`config.mk`:
```
export PLATFORM = sky130hd
export DESIGN_NAME = lcd_shadow_receiver
export DESIGN_NICKNAME = d
export VERILOG_FILES = /design/src/rtl/lcd_shadow_pkg.sv /design/src/rtl/lcd_input_sync.sv /design/src/rtl/lcd_shadow_receiver.sv
export SDC_FILE = /design/constraint.sdc
export NUM_CORES = 1
export LEC_CHECK = 0
export CORE_UTILIZATION = 37
export CTS_CLUSTER_SIZE = 12
export DETAILED_ROUTE_END_ITERATION = 16
export PLACE_DENSITY = 0.54
export SLEW_MARGIN = 20
export SYNTH_ARGS = -nofsm -noshare
export SYNTH_HDL_FRONTEND = slang
export SYNTH_HIERARCHICAL = 1
export SYNTH_SLANG_ARGS = --single-unit
```
`constraint.sdc`:
```
create_clock -name CLK -period 2.8 [get_ports CLK]
set_clock_uncertainty 0.2 [all_clocks]
set_input_delay 0.7 -clock CLK [delete_from_list [all_inputs] [get_ports CLK]]
set_output_delay 0.7 -clock CLK [all_outputs]
set_load 0.02 [all_outputs]
```
`src/rtl/lcd_shadow_pkg.sv`:
```
// Shared constants, fill-state type and cursor helpers for the LCD shadow receiver.
package lcd_shadow_pkg;

    localparam int INSTR_SET_DDRAM = 7;
    localparam int INSTR_SET_CGRAM = 6;
    localparam int INSTR_FUNC_SET  = 5;
    localparam int INSTR_SHIFT     = 4;
    localparam int INSTR_DISP_CTRL = 3;
    localparam int INSTR_ENTRY     = 2;
    localparam int INSTR_HOME      = 1;
    localparam int INSTR_CLEAR     = 0;

    localparam int FUNC_DL_BIT  = 4;
    localparam int SHIFT_SC_BIT = 3;
    localparam int SHIFT_RL_BIT = 2;
    localparam int DISP_D_BIT   = 2;
    localparam int ENTRY_ID_BIT = 1;
    localparam int ENTRY_S_BIT  = 0;

    localparam logic [6:0] LINE1_BASE = 7'h00;
    localparam logic [6:0] LINE2_BASE = 7'h40;
    localparam logic [6:0] LINE1_END  = 7'h27;
    localparam logic [6:0] LINE2_END  = 7'h67;

    localparam int         VISIBLE_COLS = 16;
    localparam int         SHADOW_DEPTH = 32;
    localparam logic [7:0] CHAR_SPACE   = 8'h20;

    typedef enum logic {
        ST_IDLE = 1'b0,
        ST_FILL = 1'b1
    } fill_state_t;

    // DDRAM addresses wrap between the two lines at the controller's line ends.
    function automatic logic [6:0] cursor_step(input logic [6:0] addr, input logic inc);
        logic [6:0] nxt;
        if (inc) begin
            if (addr == LINE1_END)      nxt = LINE2_BASE;
            else if (addr == LINE2_END) nxt = LINE1_BASE;
            else                        nxt = addr + 7'd1;
        end else begin
            if (addr == LINE1_BASE)      nxt = LINE2_END;
            else if (addr == LINE2_BASE) nxt = LINE1_END;
            else                         nxt = addr - 7'd1;
        end
        return nxt;
    endfunction

    function automatic logic addr_mapped(input logic [6:0] addr);
        return ((addr >= LINE1_BASE) && (addr < LINE1_BASE + 7'(VISIBLE_COLS))) ||
               ((addr >= LINE2_BASE) && (addr < LINE2_BASE + 7'(VISIBLE_COLS)));
    endfunction

    // Only meaningful for mapped addresses: bit 6 selects the line.
    function automatic logic [4:0] shadow_index(input logic [6:0] addr);
        return {addr[6], addr[3:0]};
    endfunction

endpackage

```
`src/rtl/lcd_input_sync.sv`:
```
// Two-flop synchronisers for the LCD bus and a registered LCD_EN falling-edge event,
// with RS/RW/DATA captured in the same cycle as the event.
module lcd_input_sync (
    input  logic       i_clk,
    input  logic       i_reset,
    input  logic       i_lcd_en,
    input  logic       i_lcd_rs,
    input  logic       i_lcd_rw,
    input  logic [7:0] i_lcd_data,
    output logic       o_event,
    output logic       o_rs,
    output logic       o_rw,
    output logic [7:0] o_data
);

    logic       r_en_s1, r_en_s2, r_en_s3;
    logic       r_rs_s1, r_rs_s2;
    logic       r_rw_s1, r_rw_s2;
    logic [7:0] r_data_s1, r_data_s2;
    logic       r_event, r_rs, r_rw;
    logic [7:0] r_data;

    always_ff @(posedge i_clk) begin
        if (i_reset) begin
            r_en_s1   <= 1'b0;
            r_en_s2   <= 1'b0;
            r_en_s3   <= 1'b0;
            r_rs_s1   <= 1'b0;
            r_rs_s2   <= 1'b0;
            r_rw_s1   <= 1'b0;
            r_rw_s2   <= 1'b0;
            r_data_s1 <= 8'h00;
            r_data_s2 <= 8'h00;
            r_event   <= 1'b0;
            r_rs      <= 1'b0;
            r_rw      <= 1'b0;
            r_data    <= 8'h00;
        end else begin
            r_en_s1   <= i_lcd_en;
            r_en_s2   <= r_en_s1;
            r_en_s3   <= r_en_s2;
            r_rs_s1   <= i_lcd_rs;
            r_rs_s2   <= r_rs_s1;
            r_rw_s1   <= i_lcd_rw;
            r_rw_s2   <= r_rw_s1;
            r_data_s1 <= i_lcd_data;
            r_data_s2 <= r_data_s1;
            r_event   <= r_en_s3 & ~r_en_s2;
            r_rs      <= r_rs_s2;
            r_rw      <= r_rw_s2;
            r_data    <= r_data_s2;
        end
    end

    assign o_event = r_event;
    assign o_rs    = r_rs;
    assign o_rw    = r_rw;
    assign o_data  = r_data;

endmodule

```
`src/rtl/lcd_shadow_receiver.sv`:
```
// HD44780 bus snooper keeping a 2x16 shadow of display RAM, cursor and display state.
// Optional sticky error flags are built only when LCD_SHADOW_ERR_EN is defined.
//
// state   | meaning
// ST_IDLE | decoding bus events
// ST_FILL | writing CHAR_SPACE to shadow indices 0..31, bus events dropped
module lcd_shadow_receiver
    import lcd_shadow_pkg::*;
(
    input  logic       CLK,
    input  logic       reset,
    input  logic       LCD_EN,
    input  logic       LCD_RS,
    input  logic       LCD_RW,
    input  logic [7:0] LCD_DATA,
    input  logic [4:0] rd_addr,
    output logic [7:0] rd_data,
    output logic [6:0] cursor_addr,
    output logic       display_on,
    output logic       init_done,
    output logic       busy,
    output logic       cmd_strobe,
    output logic       char_strobe,
    output logic [2:0] err
);

    logic       w_evt, w_rs, w_rw;
    logic [7:0] w_data;
    logic       w_busy, w_evt_ok, w_wr_char;

    fill_state_t r_state;
    logic [4:0]  r_fill_idx;
    logic [6:0]  r_cursor;
    logic        r_inc, r_disp, r_init, r_cmd_stb, r_char_stb;
    logic [7:0]  r_rd_data;
    logic [7:0]  r_shadow [SHADOW_DEPTH];

    lcd_input_sync u_sync (
        .i_clk      (CLK),
        .i_reset    (reset),
        .i_lcd_en   (LCD_EN),
        .i_lcd_rs   (LCD_RS),
        .i_lcd_rw   (LCD_RW),
        .i_lcd_data (LCD_DATA),
        .o_event    (w_evt),
        .o_rs       (w_rs),
        .o_rw       (w_rw),
        .o_data     (w_data)
    );

    assign w_busy    = (r_state == ST_FILL);
    assign w_evt_ok  = w_evt & ~w_busy;
    assign w_wr_char = w_evt_ok & ~w_rw & w_rs & addr_mapped(r_cursor);

    always_ff @(posedge CLK) begin
        if (reset) begin
            r_state    <= ST_FILL;
            r_fill_idx <= 5'd0;
            r_cursor   <= LINE1_BASE;
            r_inc      <= 1'b1;
            r_disp     <= 1'b0;
            r_init     <= 1'b0;
            r_cmd_stb  <= 1'b0;
            r_char_stb <= 1'b0;
            r_rd_data  <= 8'h00;
        end else begin
            r_rd_data  <= r_shadow[rd_addr];
            r_cmd_stb  <= 1'b0;
            r_char_stb <= 1'b0;

            if (r_state == ST_FILL) begin
                r_fill_idx <= r_fill_idx + 5'd1;
                if (r_fill_idx == 5'(SHADOW_DEPTH - 1))
                    r_state <= ST_IDLE;
            end

            if (w_evt_ok && !w_rw) begin
                if (w_rs) begin
                    r_cursor   <= cursor_step(r_cursor, r_inc);
                    r_char_stb <= 1'b1;
                end else if (w_data[INSTR_SET_DDRAM]) begin
                    r_cursor  <= w_data[6:0];
                    r_cmd_stb <= 1'b1;
                end else if (w_data[INSTR_SET_CGRAM]) begin
                    r_cmd_stb <= 1'b0;
                end else if (w_data[INSTR_FUNC_SET]) begin
                    if (w_data[FUNC_DL_BIT])
                        r_init <= 1'b1;
                    r_cmd_stb <= 1'b1;
                end else if (w_data[INSTR_SHIFT]) begin
                    // Display shift (S/C=1) is not modelled; only cursor moves are.
                    if (!w_data[SHIFT_SC_BIT]) begin
                        r_cursor  <= cursor_step(r_cursor, w_data[SHIFT_RL_BIT]);
                        r_cmd_stb <= 1'b1;
                    end
                end else if (w_data[INSTR_DISP_CTRL]) begin
                    r_disp    <= w_data[DISP_D_BIT];
                    r_cmd_stb <= 1'b1;
                end else if (w_data[INSTR_ENTRY]) begin
                    r_inc     <= w_data[ENTRY_ID_BIT];
                    r_cmd_stb <= 1'b1;
                end else if (w_data[INSTR_HOME]) begin
                    r_cursor  <= LINE1_BASE;
                    r_cmd_stb <= 1'b1;
                end else if (w_data[INSTR_CLEAR]) begin
                    r_state    <= ST_FILL;
                    r_fill_idx <= 5'd0;
                    r_cursor   <= LINE1_BASE;
                    r_inc      <= 1'b1;
                    r_cmd_stb  <= 1'b1;
                end
            end
        end
    end

    // Fill and character writes never coincide: events are dropped while filling.
    always_ff @(posedge CLK) begin
        if (!reset) begin
            if (r_state == ST_FILL)
                r_shadow[r_fill_idx] <= CHAR_SPACE;
            else if (w_wr_char)
                r_shadow[shadow_index(r_cursor)] <= w_data;
        end
    end

`ifdef LCD_SHADOW_ERR_EN
    logic       w_unsupported;
    logic [2:0] r_err;

    assign w_unsupported =
        (w_data[7:6] == 2'b01) ||
        ((w_data[7:4] == 4'b0001) && w_data[SHIFT_SC_BIT]) ||
        ((w_data[7:2] == 6'b000001) && w_data[ENTRY_S_BIT]);

    always_ff @(posedge CLK) begin
        if (reset) begin
            r_err <= 3'b000;
        end else begin
            if (w_evt && w_busy)
                r_err[2] <= 1'b1;
            if (w_evt_ok && w_rw)
                r_err[1] <= 1'b1;
            if (w_evt_ok && !w_rw && !w_rs && w_unsupported)
                r_err[0] <= 1'b1;
        end
    end

    assign err = r_err;
`else
    assign err = 3'b000;
`endif

    assign rd_data     = r_rd_data;
    assign cursor_addr = r_cursor;
    assign display_on  = r_disp;
    assign init_done   = r_init;
    assign busy        = w_busy;
    assign cmd_strobe  = r_cmd_stb;
    assign char_strobe = r_char_stb;

endmodule

```
==> results.sh, run 1 <==
export IMPL_ys_ff_latch=316
export IMPL_critPathMaxFanout=12
export IMPL_cts_resized=1
export IMPL_synth_xor_area_share_pct=0.820
export IMPL_p_clk_share_pct=43.2
export IMPL_drc_errors=0
export IMPL_drt_pass1_iterations=4
export IMPL_cp_slowest_stage_delay_ns=0.70
export IMPL_period_minus_slack_ns=2.72
export IMPL_max_freq_mhz=367
export IMPL_hold_depth=1
export IMPL_setup_viol=0
export IMPL_wl_per_cell_um=20.1
export IMPL_grt_max_degree=48
export IMPL_vdd_drop_max_v=0.000330
export IMPL_dp_cells=1291
export IMPL_period_share_pct=97.2
export IMPL_placedInstanceArea_um2=14100
export IMPL_hp_class="reg2reg"
export IMPL_hold_buffers=0
export IMPL_clk_latency_ns=0.50
export IMPL_synthCells=770
export IMPL_stdcell_count=1346
export IMPL_yosysWarnings=6
export IMPL_r2r_end="r_shadow[30][0]"
export IMPL_path_cells="clkdlybuf4s50_1"
export IMPL_async_flop_share_pct=0
export IMPL_start_util_pct=37.9
export IMPL_grt_pass1_wl_um=41600
export IMPL_io_buffers=37
export IMPL_worst_pin_slew_ns=0.766
export IMPL_powerDensity_nw_per_um2=637
export IMPL_crit_type="reg2out"
export IMPL_ios=41
export IMPL_vias_per_cell=5.08
export IMPL_timing_setup_tns_ns=0
export IMPL_ant_nets=0
export IMPL_reg2reg_slack_ns=0.12
export IMPL_slew_headroom_pct=48.7
export IMPL_vias=6834
export IMPL_utilization_pct=44.9
export IMPL_cpMaxStageDelayCell="clkdlybuf4s50_1"
export IMPL_cp_data_required_time_ns=1.90
export IMPL_cts_tree="built"
export IMPL_crit_arrival_ns=1.82
export IMPL_cp_top_family="buffers and inverters"
export IMPL_outcome="finished, final reports clean"
export IMPL_cp_end_kind="output pin"
export IMPL_drt_wl_total_um=27000
export IMPL_fin_area_um2=15200
export IMPL_drive_gt1_share_pct=24.7
export IMPL_min_from="u_sync/r_en_s2"
export IMPL_synth_avg_cell_area_um2=16.6
export IMPL_path_buf_inv=1
export IMPL_clkTransAtPathRegs_ns=0.06
export IMPL_clkSinkCount=316
export IMPL_hold_viol=0
export IMPL_total_power_uw=9680
export IMPL_rsz0062_at_grt="yes"
export IMPL_cts_root_buffer="clkbuf_16"
export IMPL_cts_max_path_buffers=3
export IMPL_die_y_um=188
export IMPL_ys_types=67
export IMPL_min_to="u_sync/o_event"
export IMPL_dp_hpwl_um=17700
export IMPL_numCtsBuffers=35
export IMPL_seqPwrFrac_pct=52.6
export IMPL_initialDrtViolationCount=433
export IMPL_core_um2=33800
export IMPL_reg2regPathDepth=5
export IMPL_synth_compound_area_share_pct=5.25
export IMPL_synthToLayoutAreaGrowth_pct=18.5
export IMPL_fp_row_count=67
export IMPL_nets=903
export IMPL_switching_power_uw=1950
export IMPL_antenna_found_initial=0
export IMPL_synth_edff_count=256
export IMPL_start_kind="flip-flop"
export IMPL_seq_area_frac_synth_pct=69.4
export IMPL_yosys_area_share_adder_pct=0.488
export IMPL_max_cap_violations=0
export IMPL_synthesis_area_um2=12800
export IMPL_final_max_slew_viol_count=0
export IMPL_worst_r2r_startpoint="busy"
export IMPL_fp_dieArea_um2=35400
export IMPL_antenna_cells=0
export IMPL_htree_num_levels=2
export IMPL_swShare_pct=20.2
export IMPL_grt_usage_pct=15.7
export IMPL_combPwrFrac_pct=4.2
export IMPL_grt_overflow=0
export IMPL_synth_simple_gate_area_share_pct=7.58
export IMPL_synth_top_family_by_area="multiplexers"
export IMPL_leakage_uw=0.00470
export IMPL_synthMuxAreaShare_pct=13.5
export IMPL_p_int_uw=7720
export IMPL_synthFlopType="edfxtp_1"
export IMPL_grt_pass1_vias=6982
export IMPL_gp_congestion=0.796
export IMPL_post_cts_buffers=0
export IMPL_die_w_um=188
cell families (layout without fill, tap and decap cells):
group | count (synthesis) | after routing
DFF | 316 | 316
and+or+nand+nor | 188 | 188
muxes | 93 | 93
AOI/OAI and AO/OA | 92 | 92
buffers and inverters | 63 | 189
xor gates and xnor gates | 12 | 12
adders and majority gates | 5 | 5
other | 1 | 3
layer usage:
| metal | wire length (um) | track usage (%) |
|---|---|---|
| met3 | 1360 | 3.35 |
| met1 | 12200 | 21.1 |
| met5 | 0 | 0 |
| met2 | 13000 | 25.5 |
| met4 | 466 | 4.35 |
cell usage in the layout (no fill, tap or decap), drive strengths merged, types with 4 or more instances in the layout:
cell,count
dfxtp,60
a221o,8
nor3,11
nor3b,4
mux4,64
and2,4
edfxtp,256
nor2,75
clkinv,11
buf,89
a311oi,9
nor4,4
ha,5
inv,11
nand2,19
clkbuf,44
nand3,7
o21ai,8
xor2,6
clkdlybuf4s50,33
mux2i,26
and3,6
a31oi,17
a21oi,20
xnor2,6
nor2b,43
how the worst max path moves through the flow:
stage	start	end	slack, ns	depth (start not counted)
3_3_place_gp	rd_addr[1]	rd_data[1]	-0.04	6
5_1_grt	busy	r_shadow[30][0]	-0.07	5
3_5_place_dp	reset	r_shadow[16][0]	-0.07	6
6_report	cursor_addr[2]	cursor_addr[2]	0.08	1
4_1_cts	cursor_addr[0]	cursor_addr[0]	0.003	2
2_1_floorplan	reset	r_shadow[24][0]	0.16	5
per-stage QoR:
step | setup slack (ns) | hold slack, ns
2_1_floorplan | 0.156 | 0.203
3_3_place_gp | -0.0404 | 0.217
3_5_place_dp | -0.0701 | 0.220
4_1_cts | 0.00256 | 0.228
5_1_grt | -0.0706 | 0.242
6_report | 0.0778 | 0.228
cell type report:
type	instances	area (um2)
well taps	448	561
clock buffers	44	983
flip-flops and latches	316	8890
clock inverters	11	55.1
inverters	12	45.0
fillers	2911	18600
repair buffers	122	1070
multi-input cells	393	3580
synthesized netlist by cell type (all sizes together) (2+ instances only):
cell type,instances,area [um2]
xnor2,6,52.6
a22oi,3,22.5
nand2b,2,12.5
nor4b,3,41.3
and3,6,37.5
nand2,19,71.3
a32oi,3,26.3
nor4,4,31.3
o21a,2,15.0
nor2,75,282
buf,40,275
nor3b,4,35.0
nand3,7,35.0
a221o,8,80.1
a211oi,3,22.5
nor2b,43,269
a311oi,9,78.8
mux2i,26,260
mux4,64,1440
inv,11,41.3
a21oi,20,100
edfxtp,256,7690
a41oi,2,17.5
xor2,6,52.6
a21o,2,15.0
o21bai,2,15.0
dfxtp,60,1200
ha,5,62.6
mux2,3,33.8
a31oi,17,121
nand4,2,12.5
or3b,2,17.5
a22o,2,18.8
or3,2,12.5
nor3,11,55.1
o21ai,8,40.0
clkbuf,11,51.3
and2,4,26.3
registers in the layout, indices dropped and copies added, names as in the netlist, 5 cells and up:
name              count
r_shadow            256
rd_data               8
u_sync/o_data         8
u_sync/r_data_s1      8
u_sync/r_data_s2      8
cursor_addr           7
r_fill_idx            5
power groups by stage:
stage	clock network [uW]	registers (uW)	logic, uW
final	4180	5090	409
after floorplan	0	5190	259
after CTS	4280	5090	417
after detailed placement	0	5190	416
after global routing	4440	5100	444
after global placement	0	5190	414
(Power assumes the default switching activity.)
==> run 2, diff against run 1 <==
--- a/config.mk
+++ b/config.mk
@@ -5,6 +5,7 @@
 export SDC_FILE = /design/constraint.sdc
 export NUM_CORES = 1
 export LEC_CHECK = 0
+export ABC_AREA = 0
 export CORE_UTILIZATION = 37
 export CTS_CLUSTER_SIZE = 12
 export DETAILED_ROUTE_END_ITERATION = 16
==> results of run 2 <==
No change in the layout: final DEF, timing and power equal those of run 1.
==> run 3, diff against run 2 <==
--- a/config.mk
+++ b/config.mk
@@ -6,6 +6,7 @@
 export NUM_CORES = 1
 export LEC_CHECK = 0
 export ABC_AREA = 0
+export CAP_MARGIN = 20
 export CORE_UTILIZATION = 37
 export CTS_CLUSTER_SIZE = 12
 export DETAILED_ROUTE_END_ITERATION = 16
==> results of run 3 <==
No change in the layout: final DEF, timing and power equal those of run 1.
